$ cat config.mk
export PLATFORM = sky130hd
export DESIGN_NAME = spi_txn_arbiter
export DESIGN_NICKNAME = d
export VERILOG_FILES = /design/src/rtl/spi_txn_arbiter.sv
export SDC_FILE = /design/constraint.sdc
export NUM_CORES = 1
export LEC_CHECK = 0
export BUFFER_PORTS_ARGS = -buffer_cell sky130_fd_sc_hd__buf_4
export CAP_MARGIN = 20
export CELL_PAD_IN_SITES_DETAIL_PLACEMENT = 1
export CELL_PAD_IN_SITES_GLOBAL_PLACEMENT = 2
export CORE_UTILIZATION = 28
export DETAILED_ROUTE_END_ITERATION = 6
export PLACE_DENSITY_LB_ADDON = 0.1
export SLEW_MARGIN = 20
export SYNTH_ARGS = -nofsm -noshare
export SYNTH_HDL_FRONTEND = slang
export SYNTH_SLANG_ARGS = --single-unit
$ cat constraint.sdc
create_clock -name clk -period 6.2 [get_ports clk]
set_clock_uncertainty 0.15 [all_clocks]
set_input_delay 1.24 -clock clk [delete_from_list [all_inputs] [get_ports clk]]
set_output_delay 1.24 -clock clk [all_outputs]
set_load 0.01 [all_outputs]
$ cat src/rtl/spi_txn_arbiter.sv
// Round-robin scheduler sharing a 3-slave SPI subsystem between N_REQ requesters.
// Drives the master tx word and a one-hot chip select for each transaction, then returns the receive word.
module spi_txn_arbiter #(
    parameter int unsigned N_REQ      = 3,
    parameter int unsigned XFER_BITS  = 16,
    parameter int unsigned GAP_CYCLES = 2
) (
    input  logic                  clk,
    input  logic                  reset,
    input  logic [N_REQ-1:0]      req,
    input  logic [2*N_REQ-1:0]    req_sel,
    input  logic [16*N_REQ-1:0]   req_data,
    output logic [N_REQ-1:0]      gnt,
    output logic [N_REQ-1:0]      done,
    output logic [N_REQ-1:0]      err,
    output logic [15:0]           rsp_data,
    output logic                  busy,
    output logic                  spi_cs1,
    output logic                  spi_cs2,
    output logic                  spi_cs3,
    output logic [15:0]           spi_master_data,
    input  logic [15:0]           spi_master_r
);

    localparam int unsigned DATA_W  = 16;
    localparam int unsigned SEL_W   = 2;
    localparam int unsigned CS_W    = 3;
    localparam int unsigned PTR_W   = (N_REQ > 1) ? $clog2(N_REQ) : 1;
    localparam int unsigned CNT_MAX = (XFER_BITS > GAP_CYCLES) ? XFER_BITS : GAP_CYCLES;
    localparam int unsigned CNT_W   = $clog2(CNT_MAX + 1);

    typedef enum logic [2:0] {
        ST_IDLE    = 3'd0,
        ST_LOAD    = 3'd1,
        ST_SHIFT   = 3'd2,
        ST_CAPTURE = 3'd3,
        ST_GAP     = 3'd4
    } state_t;

    state_t              state_q;
    logic [PTR_W-1:0]    ptr_q;
    logic [CNT_W-1:0]    cnt_q;
    logic [N_REQ-1:0]    gnt_q;
    logic [N_REQ-1:0]    done_q;
    logic [N_REQ-1:0]    err_q;
    logic [DATA_W-1:0]   rsp_q;
    logic                busy_q;
    logic [CS_W-1:0]     cs_q;
    logic [DATA_W-1:0]   data_q;

    logic [SEL_W-1:0]    sel_arr  [N_REQ];
    logic [DATA_W-1:0]   data_arr [N_REQ];
    int unsigned         cand_c;
    logic                win_valid_c;
    logic [PTR_W-1:0]    win_idx_c;
    logic [SEL_W-1:0]    win_sel_c;
    logic [DATA_W-1:0]   win_data_c;
    logic [N_REQ-1:0]    win_oh_c;

    always_comb begin
        for (int i = 0; i < int'(N_REQ); i++) begin
            sel_arr[i]  = req_sel[SEL_W*i +: SEL_W];
            data_arr[i] = req_data[DATA_W*i +: DATA_W];
        end
    end

    // Scan starts one past the last winner so a repeat requester yields to everyone else.
    always_comb begin
        cand_c      = 0;
        win_valid_c = 1'b0;
        win_idx_c   = '0;
        for (int unsigned k = 1; k <= N_REQ; k++) begin
            cand_c = 32'(ptr_q) + k;
            if (cand_c >= N_REQ) begin
                cand_c = cand_c - N_REQ;
            end
            if (!win_valid_c && req[PTR_W'(cand_c)]) begin
                win_valid_c = 1'b1;
                win_idx_c   = PTR_W'(cand_c);
            end
        end
        win_sel_c  = sel_arr[win_idx_c];
        win_data_c = data_arr[win_idx_c];
        win_oh_c   = N_REQ'(1) << win_idx_c;
    end

    always_ff @(posedge clk) begin
        if (reset) begin
            state_q <= ST_IDLE;
            ptr_q   <= PTR_W'(N_REQ - 1);
            cnt_q   <= '0;
            gnt_q   <= '0;
            done_q  <= '0;
            err_q   <= '0;
            rsp_q   <= '0;
            busy_q  <= 1'b0;
            cs_q    <= '0;
            data_q  <= '0;
        end else begin
            gnt_q  <= '0;
            done_q <= '0;
            err_q  <= '0;
            case (state_q)
                ST_IDLE: begin
                    if (win_valid_c) begin
                        ptr_q <= win_idx_c;
                        if (win_sel_c == SEL_W'(0)) begin
                            err_q <= win_oh_c;
                        end else begin
                            gnt_q   <= win_oh_c;
                            cs_q    <= CS_W'(1) << (win_sel_c - SEL_W'(1));
                            data_q  <= win_data_c;
                            busy_q  <= 1'b1;
                            state_q <= ST_LOAD;
                        end
                    end
                end
                ST_LOAD: begin
                    cnt_q   <= '0;
                    state_q <= ST_SHIFT;
                end
                ST_SHIFT: begin
                    if (cnt_q == CNT_W'(XFER_BITS - 1)) begin
                        cs_q    <= '0;
                        state_q <= ST_CAPTURE;
                    end else begin
                        cnt_q <= cnt_q + CNT_W'(1);
                    end
                end
                ST_CAPTURE: begin
                    rsp_q   <= spi_master_r;
                    done_q  <= N_REQ'(1) << ptr_q;
                    cnt_q   <= '0;
                    state_q <= ST_GAP;
                end
                ST_GAP: begin
                    if (cnt_q == CNT_W'(GAP_CYCLES - 1)) begin
                        busy_q  <= 1'b0;
                        state_q <= ST_IDLE;
                    end else begin
                        cnt_q <= cnt_q + CNT_W'(1);
                    end
                end
                default: begin
                    state_q <= ST_IDLE;
                end
            endcase
        end
    end

    assign gnt             = gnt_q;
    assign done            = done_q;
    assign err             = err_q;
    assign rsp_data        = rsp_q;
    assign busy            = busy_q;
    assign spi_cs1         = cs_q[0];
    assign spi_cs2         = cs_q[1];
    assign spi_cs3         = cs_q[2];
    assign spi_master_data = data_q;

endmodule
==> impl_metrics.json <==
{
  "die_w_um": 103,
  "cts_max_level": 2,
  "hpwlAfterDp_um": 6250,
  "p_clk_share_pct": 10.3,
  "cts_buffers": 5,
  "area_growth_pct": 35.7,
  "wl_per_cell_um": 14.5,
  "root_buffer": "clkbuf_8",
  "comb_power_share_pct": 64.1,
  "via_per_inst": 4.76,
  "std_cell_rows": 36,
  "diodes": 0,
  "internal_power_mw": 1.03,
  "switchingPower_uw": 912,
  "grt_setup_unrepaired": "no",
  "clk_pin_slew_ns": 0.10,
  "ant_nets": 0,
  "synth_top_area_share_pct": 38.4,
  "tightest_slew_ns": 0.840,
  "startpoint_type": "flip-flop",
  "dieArea_um2": 10600,
  "min_path_cells": 2,
  "ys_seq_area_share_pct": 38.4,
  "critPathBufInv": 1,
  "num-fill-cells": 1175,
  "critical_path.top_delay_family": "simple AND/OR/NAND/NOR gates",
  "timing_hold_violations_final": 0,
  "slowest_stage": "or2_2",
  "start_util_pct": 29.1,
  "grt_pass1_vias": 2733,
  "worstSetupPathType": "flip-flop to flip-flop",
  "grt_max_degree": 48,
  "relSlewSlack_pct": 43.9,
  "cts_sinks": 55,
  "synth_seq_cells": 55,
  "vias": 2757,
  "yosys_most_used_dff": "dfxtp_1",
  "drc": 0,
  "core_area_um2": 9860,
  "path_max_fanout": 40,
  "fin_setup_tns_ns": 0,
  "die_h_um": 103,
  "antenna_found_initial": 0,
  "port_buffers": 119,
  "drtIter0Drc": 90,
  "peakVddDrop_v": 0.000276,
  "maxCapViolCount": 0,
  "worstPathArrival_ns": 3.90,
  "final_max_slew_viol_count": 0,
  "ys_types": 51,
  "avgSynthCellArea_um2": 8.41,
  "fin_crit_sh_pct": 62.4,
  "power_density_nw_per_um2": 498,
  "syn-num-nets": 423,
  "ios": 120,
  "grt.total_usage_pct": 15.7,
  "hold_path_class": "flip-flop to flip-flop",
  "dpl.cell_count": 571,
  "grt_pass1_wl_um": 13100,
  "final_nets": 527,
  "worstPathRequired_ns": 6.23,
  "cpMostUsedCell": "a21oi_1",
  "synthesis.area_um2": 2870,
  "r2r_cells": 9,
  "insertion_delay_ns": 0.30,
  "finalSetupViolations": 0,
  "worstPathCellList": "inv_1 > ha_1 > nand4bb_1 > a21oi_1 > a211oi_1 > or2_2 > mux2_4 > o21ai_0 > a21oi_1",
  "yosys-top-cells-area": "dfxtp_1 (38%), nand2_1 (7.5%), mux2i_1 (7.3%)",
  "drt_first_pass_iters": 4,
  "cpPeakStageDelay_ns": 0.77,
  "synth_cells": 341,
  "grt_overflow": 0,
  "drt-total-wl_um": 8390,
  "clockBufferDepth": 2,
  "pwr-share-seq_pct": 25.7,
  "cp.depth": 9,
  "power.leakage_nw": 1.73,
  "synth_warnings": 0,
  "yosys.area.top_type": "dfxtp_1",
  "synth-edff-count": 0,
  "p_sw_share_pct": 47.1,
  "gp_congestion": 0.747,
  "postCtsHoldBufs": 0,
  "fin_cells": 579,
  "cts_setup_buffers": 0,
  "fin_crit_ns": 3.87,
  "ys_top_cells_by_count": "nand2_1 (57), dfxtp_1 (55), a21oi_1 (41)",
  "async_reset_ff_share_pct": 0,
  "ctsResizeCount": 0,
  "endpoint_kind": "flip-flop",
  "tritoncts": "built",
  "max_freq_mhz": 258,
  "status": "finished, final reports clean",
  "drive_gt1_share_pct": 33.6,
  "synth_most_common_cell": "nand2_1"
}
final cells by class:
cell class	count	area (µm²)	area share (%)
clock buffers	5	68.8	1.77
clock inverters	3	18.8	0.482
inverters	9	33.8	0.868
multi-input cells	254	1600	41.2
flip-flops and latches	55	1100	28.3
well taps	133	166	4.28
repair buffers	120	901	23.2
power by group through the flow:
stage	clock network (mW)	registers, mW	logic [mW]
global placement	0	0.505	1.25
finish	0.199	0.498	1.24
floorplan	0	0.503	1.00
CTS	0.213	0.499	1.27
detailed placement	0	0.506	1.27
global route	0.226	0.510	1.39
state kept, by name, summed over array words and instances (netlist names):
register	cells
rsp_data	16
cs_q	3
err	3
ptr_q	2
done	3
cnt_q	5
busy	1
state_q	3
gnt	3
spi_master_data	16
tightest hold or removal path: cells and delay by family (launching register included):
| kind | cells | cell delay, ns |
|---|---|---|
| AO/OA/AOI/OAI | 1 | 0.05 |
| AND/OR/NAND/NOR | 1 | 0.05 |
| flip-flops | 1 | 0.32 |
cells by family after synthesis:
group           after synthesis  synth area share [%]
simple gates                122                  20.0
compound gates               97                  22.7
flops                        55                  38.4
buf+inv                      32                  5.72
mux                          24                  8.86
fa+ha+maj                     7                  3.06
xor+xnor                      4                  1.22
final timing paths:
check | startpoint | to | slack (ns)
worst max register to register | ptr_q[0] | spi_master_data[5] | 2.33
worst max-delay path | ptr_q[0] | spi_master_data[5] | 2.33
worst min register to register | rsp_data[1] | rsp_data[1] | 0.31
worst min-delay path | rsp_data[1] | rsp_data[1] | 0.31
stage by stage:
step	total power, mW	util (%)	setup slack, ns	hold slack, ns	instance area (µm²)
3_3_place_gp	1.76	38.6	2.19	0.293	3800
4_1_cts	1.98	39.4	2.26	0.315	3890
2_1_floorplan	1.50	-	2.80	0.331	2870
6_report	1.94	39.4	2.33	0.311	3890
3_5_place_dp	1.77	38.6	2.12	0.299	3800
5_1_grt	2.13	39.4	1.95	0.339	3890
layer usage:
metal  GRT usage [%]  share of wire [%]
met3            3.09                5.8
met2            26.7                 46
met4            3.25               0.67
met1            20.7                 47
met5               0                  0
cell usage in the layout, fill, tap and decap left out, types with 2 or more instances in the layout:
cell type / instances
a211o_1: 2
a211oi_1: 3
a21boi_0: 3
a21o_1: 2
a21oi_1: 41
and3_1: 2
buf_4: 120
clkbuf_8: 5
clkinv_2: 2
dfxtp_1: 55
ha_1: 7
inv_1: 9
mux2_4: 2
mux2i_1: 21
nand2_1: 57
nand2b_1: 7
nand3_1: 5
nand4_1: 2
nor2_1: 27
nor3_1: 5
nor4_1: 4
o211ai_1: 9
o211ai_2: 9
o21ai_0: 10
o21ai_1: 9
o22ai_1: 2
or2_2: 2
xnor2_1: 2
xor2_1: 2
(Power assumes the default switching activity.)
